File: src/rtl/pitch_pkg.sv
// Shared encodings and helpers for the pitch-estimator front end
// (frame writer and its bank tracker).
package pitch_pkg;

  localparam int DEF_DATA_W = 12;
  localparam int DEF_ADDR_W = 11;

  typedef enum logic [1:0] {
    BANK_FREE    = 2'd0,
    BANK_FILLING = 2'd1,
    BANK_FULL    = 2'd2
  } bank_state_t;

  typedef enum logic [1:0] {
    WR_IDLE  = 2'd0,
    WR_FILL  = 2'd1,
    WR_STALL = 2'd2
  } wr_state_t;

  // Ceiling log2, floored at 1 so a bank index is never zero bits wide.
  function automatic int clog2(input int value);
    int result;
    result = 0;
    while ((1 << result) < value) result = result + 1;
    return (result < 1) ? 1 : result;
  endfunction

endpackage

File: src/rtl/frame_bank_tracker.sv
// Per-bank FREE/FILLING/FULL bookkeeping plus the oldest-first handoff of full
// frames to the consumer.
module frame_bank_tracker
  import pitch_pkg::*;
#(
  parameter int NUM_BANKS = 2,
  parameter int BANK_W    = 1
) (
  input  logic                 clk,
  input  logic                 rst,
  input  logic                 start_fill,
  input  logic [BANK_W-1:0]    start_idx,
  input  logic                 commit,
  input  logic [BANK_W-1:0]    commit_idx,
  input  logic                 abort,
  input  logic [BANK_W-1:0]    abort_idx,
  input  logic                 frame_ready,
  output logic [NUM_BANKS-1:0] free_vec,
  output logic                 frame_valid,
  output logic [BANK_W-1:0]    frame_bank
);

  logic [BANK_W-1:0]    head_reg;
  logic [NUM_BANKS-1:0] full_vec;
  logic                 release_fire;

  assign frame_valid  = full_vec[head_reg];
  assign frame_bank   = head_reg;
  assign release_fire = frame_valid & frame_ready;

  genvar gi;
  generate
    for (gi = 0; gi < NUM_BANKS; gi++) begin : g_bank
      bank_state_t state_reg;

      // Release and commit never target the same bank: only the head can be
      // released and it is already FULL, whereas commit hits a FILLING bank.
      always_ff @(posedge clk or posedge rst) begin
        if (rst) begin
          state_reg <= BANK_FREE;
        end else if (release_fire && head_reg == BANK_W'(gi)) begin
          state_reg <= BANK_FREE;
        end else if (commit && commit_idx == BANK_W'(gi)) begin
          state_reg <= BANK_FULL;
        end else if (start_fill && start_idx == BANK_W'(gi)) begin
          state_reg <= BANK_FILLING;
        end else if (abort && abort_idx == BANK_W'(gi)) begin
          state_reg <= BANK_FREE;
        end
      end

      assign free_vec[gi] = (state_reg == BANK_FREE);
      assign full_vec[gi] = (state_reg == BANK_FULL);
    end
  endgenerate

  always_ff @(posedge clk or posedge rst) begin
    if (rst) begin
      head_reg <= '0;
    end else if (release_fire) begin
      head_reg <= (head_reg == BANK_W'(NUM_BANKS - 1)) ? '0 : head_reg + BANK_W'(1);
    end
  end

endmodule

File: src/rtl/multibank_frame_writer.sv
// Captures ADC samples into NUM_BANKS round-robin frame buffers and hands
// completed frames to the pitch estimator via frame_valid/frame_ready.
module multibank_frame_writer
  import pitch_pkg::*;
#(
  parameter int  DATA_W    = DEF_DATA_W,
  parameter int  ADDR_W    = DEF_ADDR_W,
  parameter int  NUM_BANKS = 2,
  parameter int  CNT_W     = 16,
  localparam int BANK_W    = clog2(NUM_BANKS)
) (
  input  logic                 clk,
  input  logic                 rst,
  input  logic                 run,
  input  logic                 mode,
  input  logic [ADDR_W-1:0]    frame_len_m1,
  input  logic                 sample_tick,
  input  logic [DATA_W-1:0]    data,
  output logic [NUM_BANKS-1:0] wr_en,
  output logic [ADDR_W-1:0]    wr_addr,
  output logic [DATA_W-1:0]    wr_data,
  output logic                 frame_valid,
  output logic [BANK_W-1:0]    frame_bank,
  input  logic                 frame_ready,
  output logic                 frame_done,
  output logic [CNT_W-1:0]     drop_cnt,
  output logic [CNT_W-1:0]     overrun_cnt
);

  wr_state_t            state_reg, state_next;
  logic [BANK_W-1:0]    cur_reg, cur_next, nxt_bank;
  logic [ADDR_W-1:0]    addr_reg, addr_next;
  logic [ADDR_W-1:0]    len_reg, len_next;
  logic [NUM_BANKS-1:0] wr_en_reg, wr_en_next;
  logic [ADDR_W-1:0]    wr_addr_reg, wr_addr_next;
  logic [DATA_W-1:0]    wr_data_reg, wr_data_next;
  logic                 done_reg, done_next;
  logic [CNT_W-1:0]     drop_reg, ovr_reg;
  logic                 drop_inc, ovr_inc;
  logic                 start_fill, commit, abort;
  logic [BANK_W-1:0]    start_idx;
  logic [NUM_BANKS-1:0] free_vec;

  frame_bank_tracker #(
    .NUM_BANKS (NUM_BANKS),
    .BANK_W    (BANK_W)
  ) u_tracker (
    .clk         (clk),
    .rst         (rst),
    .start_fill  (start_fill),
    .start_idx   (start_idx),
    .commit      (commit),
    .commit_idx  (cur_reg),
    .abort       (abort),
    .abort_idx   (cur_reg),
    .frame_ready (frame_ready),
    .free_vec    (free_vec),
    .frame_valid (frame_valid),
    .frame_bank  (frame_bank)
  );

  assign nxt_bank = (cur_reg == BANK_W'(NUM_BANKS - 1)) ? '0 : cur_reg + BANK_W'(1);

  always_comb begin
    state_next   = state_reg;
    cur_next     = cur_reg;
    addr_next    = addr_reg;
    len_next     = len_reg;
    wr_en_next   = '0;
    wr_addr_next = wr_addr_reg;
    wr_data_next = wr_data_reg;
    done_next    = 1'b0;
    drop_inc     = 1'b0;
    ovr_inc      = 1'b0;
    start_fill   = 1'b0;
    start_idx    = cur_reg;
    commit       = 1'b0;
    abort        = 1'b0;

    case (state_reg)
      WR_IDLE: begin
        if (run && free_vec[cur_reg]) begin
          state_next = WR_FILL;
          start_fill = 1'b1;
          addr_next  = '0;
          len_next   = frame_len_m1;
        end
      end

      WR_FILL: begin
        if (!run) begin
          abort      = 1'b1;
          addr_next  = '0;
          state_next = WR_IDLE;
        end else if (sample_tick) begin
          wr_en_next[cur_reg] = 1'b1;
          wr_addr_next        = addr_reg;
          wr_data_next        = data;
          if (addr_reg == len_reg) begin
            addr_next = '0;
            if (free_vec[nxt_bank]) begin
              commit     = 1'b1;
              done_next  = 1'b1;
              cur_next   = nxt_bank;
              start_fill = 1'b1;
              start_idx  = nxt_bank;
              len_next   = frame_len_m1;
            end else if (mode) begin
              // Overwrite: discard this frame and refill the same bank.
              ovr_inc  = 1'b1;
              len_next = frame_len_m1;
            end else begin
              commit     = 1'b1;
              done_next  = 1'b1;
              cur_next   = nxt_bank;
              state_next = WR_STALL;
            end
          end else begin
            addr_next = addr_reg + ADDR_W'(1);
          end
        end
      end

      WR_STALL: begin
        if (!run) begin
          state_next = WR_IDLE;
        end else begin
          drop_inc = sample_tick;
          if (free_vec[cur_reg]) begin
            state_next = WR_FILL;
            start_fill = 1'b1;
            addr_next  = '0;
            len_next   = frame_len_m1;
          end
        end
      end

      default: state_next = WR_IDLE;
    endcase
  end

  always_ff @(posedge clk or posedge rst) begin
    if (rst) begin
      state_reg   <= WR_IDLE;
      cur_reg     <= '0;
      addr_reg    <= '0;
      len_reg     <= '0;
      wr_en_reg   <= '0;
      wr_addr_reg <= '0;
      wr_data_reg <= '0;
      done_reg    <= 1'b0;
      drop_reg    <= '0;
      ovr_reg     <= '0;
    end else begin
      state_reg   <= state_next;
      cur_reg     <= cur_next;
      addr_reg    <= addr_next;
      len_reg     <= len_next;
      wr_en_reg   <= wr_en_next;
      wr_addr_reg <= wr_addr_next;
      wr_data_reg <= wr_data_next;
      done_reg    <= done_next;
      if (drop_inc && drop_reg != '1) drop_reg <= drop_reg + CNT_W'(1);
      if (ovr_inc && ovr_reg != '1) ovr_reg <= ovr_reg + CNT_W'(1);
    end
  end

  assign wr_en       = wr_en_reg;
  assign wr_addr     = wr_addr_reg;
  assign wr_data     = wr_data_reg;
  assign frame_done  = done_reg;
  assign drop_cnt    = drop_reg;
  assign overrun_cnt = ovr_reg;

endmodule

File: config.mk
export PLATFORM = sky130hd
export DESIGN_NAME = multibank_frame_writer
export DESIGN_NICKNAME = d
export VERILOG_FILES = /design/src/rtl/pitch_pkg.sv /design/src/rtl/frame_bank_tracker.sv /design/src/rtl/multibank_frame_writer.sv
export SDC_FILE = /design/constraint.sdc
export NUM_CORES = 1
export LEC_CHECK = 0
export ABC_AREA = 0
export BUFFER_PORTS_ARGS = -buffer_cell sky130_fd_sc_hd__buf_2
export CORE_UTILIZATION = 40
export CTS_BUF_LIST = sky130_fd_sc_hd__clkbuf_8
export DETAILED_ROUTE_END_ITERATION = 8
export GPL_TIMING_DRIVEN = 0
export PLACE_DENSITY = 0.74
export SLEW_MARGIN = 20
export SYNTH_ARGS = -nofsm -noshare
export SYNTH_HDL_FRONTEND = slang
export SYNTH_SLANG_ARGS = --single-unit
File: constraint.sdc
create_clock -name clk -period 3.14 [get_ports clk]
set_clock_uncertainty 0.2 [all_clocks]
set_input_delay 0.785 -clock clk [delete_from_list [all_inputs] [get_ports clk]]
set_output_delay 0.785 -clock clk [all_outputs]
set_load 0.02 [all_outputs]
# Word level (Yosys, flattened, before mapping)
# Index checks and enable logic that the tools add are counted.
dict set report totals {
  reg_bits 88
  inputBits 29
  out_inout_bits 60
  word_cells 146
}
dict set report classes {
  n_addsub 5
  order_cmp 4
  n_eq_ne 20
  mux 77
  bitwise_logic 4
  reduce_logical 23
}
# operator count
set ops {}
lappend ops {{$mux W11} 14}
lappend ops {{$pmux W11 S3} 2}
lappend ops {{$mux W1} 39}
lappend ops {{$mux W2} 19}
lappend ops {{$add A16 B1 Y16 const B} 2}
lappend ops {{$ne A16 B16 Y1 const B} 2}
lappend ops {{$ne A3 B3 Y1 const B} 6}
lappend ops {{$logic_and A1 B1 Y1} 12}
lappend ops {{$ne A2 B2 Y1 const B} 6}
lappend ops {{$add A11 B1 Y11 const B} 1}
lappend ops {{$eq A11 B11 Y1} 1}
lappend ops {{$reduce_and A5 Y1} 2}
lappend ops {{$reduce_and A8 Y1} 1}
lappend ops {{$reduce_bool A4 Y1} 2}
lappend ops {{$eq A2 B2 Y1 const B} 3}
lappend ops {{$logic_not A2 Y1} 3}
lappend ops {{$lt A1 B2 Y1 const B} 3}
lappend ops {{$pmux W2 S3} 1}
lappend ops {{$reduce_and A6 Y1} 1}
lappend ops {{$not A1 Y1} 3}
lappend ops {{$pmux W1 S3} 1}
lappend ops {{$reduce_and A3 Y1} 1}
lappend ops {{$reduce_bool A3 Y1} 1}
lappend ops {{$add A1 B1 Y1 const B} 2}
lappend ops {{5 further kinds} 5}

# Longest topological paths before layout
dict set report depth {
  depth_word 14
  mapped_depth 9
  mapped_depth_nobuf 8
}

# By module
# From an unflattened synthesis, not the netlist that was laid out.
dict set report unflattened {
  hier_cells 386
  hier_area_um2 4421.7
}
# mod n_inst cells_per_inst area_each_um2 seq_area_each_um2
set by_module_without_submodules {}
lappend by_module_without_submodules {multibank_frame_writer 1 356 4125.2 2077.0}
lappend by_module_without_submodules {frame_bank_tracker 1 30 296.5 125.1}

# Least setup slack after synthesis
# No wires, ideal clock.
dict set report synth_timing {
  kind {in2reg}
  startpoint {in sample_tick}
  endpoint {reg u_tracker.g_bank[0].state_reg[0]}
  setup_time_ns 0.094
  arrival_ns 2.290
  required_ns 2.846
  path_slack_ns 0.556
  cell_stages 8
  path_buffers 2
  cell_sequence {buf_2 and3_1 buf_2 nand2_1 o41ai_1 a21bo_2 or3_1 a221oi_2}
}
dict set report synth_via {
  elab_chain_len 8
  word_cells_on_any_way 16
  classes_between {12 x mux; 1 x bitwise; 3 x reduce/logical}
}
# item line
set synth_rtl {}
lappend synth_rtl {{start: declaration} multibank_frame_writer.sv:17} ;# input logic sample_tick,
lappend synth_rtl {{parallel branches: the longest is 8 deep, another holds $pmux W1 S3} n/a}
lappend synth_rtl {{end signal: assignment} frame_bank_tracker.sv:42} ;# state_reg <= BANK_FREE;
lappend synth_rtl {{end signal: assignment} frame_bank_tracker.sv:44} ;# state_reg <= BANK_FULL;
lappend synth_rtl {{end signal: assignment} frame_bank_tracker.sv:46} ;# state_reg <= BANK_FILLING;
lappend synth_rtl {{end: declaration} frame_bank_tracker.sv:34} ;# bank_state_t state_reg;
# Several ways; the timed one is not identified.
# A chain may end at the register's enable or synchronous reset.

# Final worst setup path
dict set report layout_timing {
  startpoint {reg state_reg[1]}
  endpoint {reg u_tracker.g_bank[0].state_reg[1]}
}
dict set report layout_via {
  elab_chain_len 7
  word_cells_on_any_way 15
  classes_between {2 x eq/ne; 7 x mux; 1 x bitwise; 5 x reduce/logical}
}
# item line
set layout_rtl {}
lappend layout_rtl {{start: declaration} multibank_frame_writer.sv:30} ;# wr_state_t state_reg, state_next;
lappend layout_rtl {{start signal: assignment} multibank_frame_writer.sv:155} ;# state_reg <= state_next;
lappend layout_rtl {{parallel branches: the longest is 7 deep, another holds $pmux W1 S3} n/a}
# Several ways; the timed one is not identified.

==> results.toml <==
[status]
status = "completed"

[sta]
fin_tns_setup_ns = 0
rsz0062_at_grt = "false"
slew_headroom_pct = 57.61
fmax_ghz = 0.3801
fin_crit_ns = 2.631
hold_violations = 0
setup_slack_ns = 0.5094
setup_violations = 0
period_share_pct = 83.78
maxSlewViolCount = 0
worstMarginPinSlew_ns = 0.6300

[die]
design.die.area_um2 = 10860
io_pins = 89
die_h_um = 104.2
die_w_um = 104.2
core.rowCount = 36
start_util_pct = 41.97
fp.coreArea_um2 = 9955

[pwr]
p_leak_nw = 2.559
power_density_nw_per_um2 = 611.1
ir_drop_mv = 0.3349
finalPower_mw = 3.086

[critical_path]
cp-start-kind = "flop"
crit_type = "reg2reg"
crit_chain = "inv_1, ha_1, nand3_1, or3_1, nor4_1, a21bo_2, o311ai_0, a21oi_1"
end_kind = "flop"
worst_ep_required_time_ns = 3.23
cp_max_fo = 9
reg2regPathDepth = 8
crit_arrival_ns = 2.72
slowest_stage = "or3_1"
cpPeakStageDelay_ns = 0.44

[final_layout]
fillers = 913
synthToLayoutAreaGrowth_pct = 20.87
drive_above_1_share_pct = 25.24
nets = 546
finalInstanceArea_um2 = 5050
antenna_cells = 0
post-route-util_pct = 50.73

[yosys]
synth_edf_count = 0
synthMostInstantiatedCell = "nand2_1"
synth_top_area_share_pct = 52.71
syn-cell-area_um2 = 4178
synth_area_leaders = "dfrtp_1, nand2_1, xnor2_1"
netlist-cell-type-count = 50
syn-instance-count = 409
synth_sequential_area_ratio_pct = 52.71
yosys_register_bits = 88
yosysTopAreaCell = "dfrtp_1"
netlist_top_cells_count = "nand2_1, dfrtp_1, xnor2_1, nor2_1, nand3_1"
synth_fp_nets = 445
synth_ff_type = "dfrtp_1"
yosysWarnings = 0
avgSynthCellArea_um2 = 10.21
ys_async_sr_fraction_pct = 100.0

[clock_tree]
numCtsBuffers = 9
cts_buffer_depth = 2
clkLatencyLatePin_ns = 0.38
cts_tree = "built"
h-tree-depth = 3
post-cts-setup-buffers = 0
clk_pin_slew_ns = 0.09
hold_buffers = 0
root_buffer = "clkbuf_8"
cts.sinks = 88
cts_resized = 0

[placed_design]
hpwl_um = 6832
globalplace.congestion = 0.8308
io_buffers = 87
dp_slack_ns = 0.1766
placed_area_um2 = 4851

[route]
drc = 0
routedWlPerCell_um = 13.93
drt.antenna.violating_nets = 0
drt_iter0_drc = 278
detail_route.first_pass.iterations = 4
viasPerCell = 5.076
routed_wl_um = 9029
vias = 3289

[grt]
overflow = 0
grtUsageTotal_pct = 17.75
grt_max_degree = 27
antenna_found_initial = 0
grt_pass1_wl_um = 15240
grt_pass1_vias = 3202

[worst_hold_path]
min_path_type = "in2async"

[flow_run]
max_cap_viol_count = 0
-- cells in the final DEF, fill, tap and decap left out, drive strengths merged, types with 3 or more instances in the layout --
master / count
and3: 12
nand3: 19
clkbuf: 15
a21o: 4
buf: 97
nand4: 14
nor4: 3
a31o: 4
ha: 7
nor3b: 3
xor2: 11
nor2: 25
nand2: 97
a21oi: 4
and4: 3
o21ai: 7
mux2: 13
inv: 11
nand3b: 3
nor3: 6
xnor2: 38
or3: 4
dfrtp: 88
-- area by class of cell --
type	count	area [um2]	area share (%)
flip-flops and latches	88	2202	43.61
multi-input cells	300	1886	37.34
repair buffers	90	503.0	9.960
well taps	133	166.4	3.295
clock buffers	11	151.4	2.998
plain buffers	11	52.55	1.041
clock inverters	5	47.55	0.9415
inverters	10	41.29	0.8176
-- path summary, 6_finish.rpt --
path | slack, ns | endpoint | from
worst min-delay path | 0.21 | drop_cnt[9] | rst
worst max register to register | 0.51 | u_tracker.g_bank[0].state_reg[1] | state_reg[1]
worst max-delay path | 0.51 | u_tracker.g_bank[0].state_reg[1] | state_reg[1]
min in group clk | 0.28 | wr_data[0] | wr_data[0]
max in group asynchronous | 1.86 | u_tracker.g_bank[1].state_reg[0] | rst
worst min register to register | 0.28 | wr_data[0] | wr_data[0]
-- report_power, final --
part	internal, mW	switching (mW)
combinational	0.354	0.484
sequential	1.32	0.134
clock	0.403	0.394
total	2.07	1.01
-- through the flow --
step,hold slack [ns],std cells
floorplan,0.2856,409
global placement,0.2545,629
detailed placement,0.2573,632
CTS,0.2132,648
global route,0.2277,648
finish,0.2110,648
-- critical path, delay by kind of cell, from the launching register on --
kind,cells,cell delay [ns]
and+or+nand+nor,3,1.03
AOI/OAI and AO/OA,3,0.54
adders and majority gates,1,0.27
DFF,1,0.42
buffers and inverters,1,0.09
-- metal layers --
metal | vias up | track usage, % | share of wire (%)
met3 | 13 | 3.947 | 4.3
met2 | 80 | 28.81 | 48
li1 | 1597 | - | -
met4 | 0 | 8.673 | 1.9
met1 | 1599 | 22.39 | 45
met5 | - | 0 | 0
-- cell families after synthesis --
kind of cell / after synthesis / share of synthesized area [%]
and+or+nand+nor: 198 / 23.09
DFF: 88 / 52.71
xor gates and xnor gates: 49 / 10.45
AOI/OAI and AO/OA: 33 / 5.990
buffers and inverters: 21 / 2.156
muxes: 13 / 3.504
adders and majority gates: 7 / 2.096
Note: power is estimated with default switching activity, not from simulation.
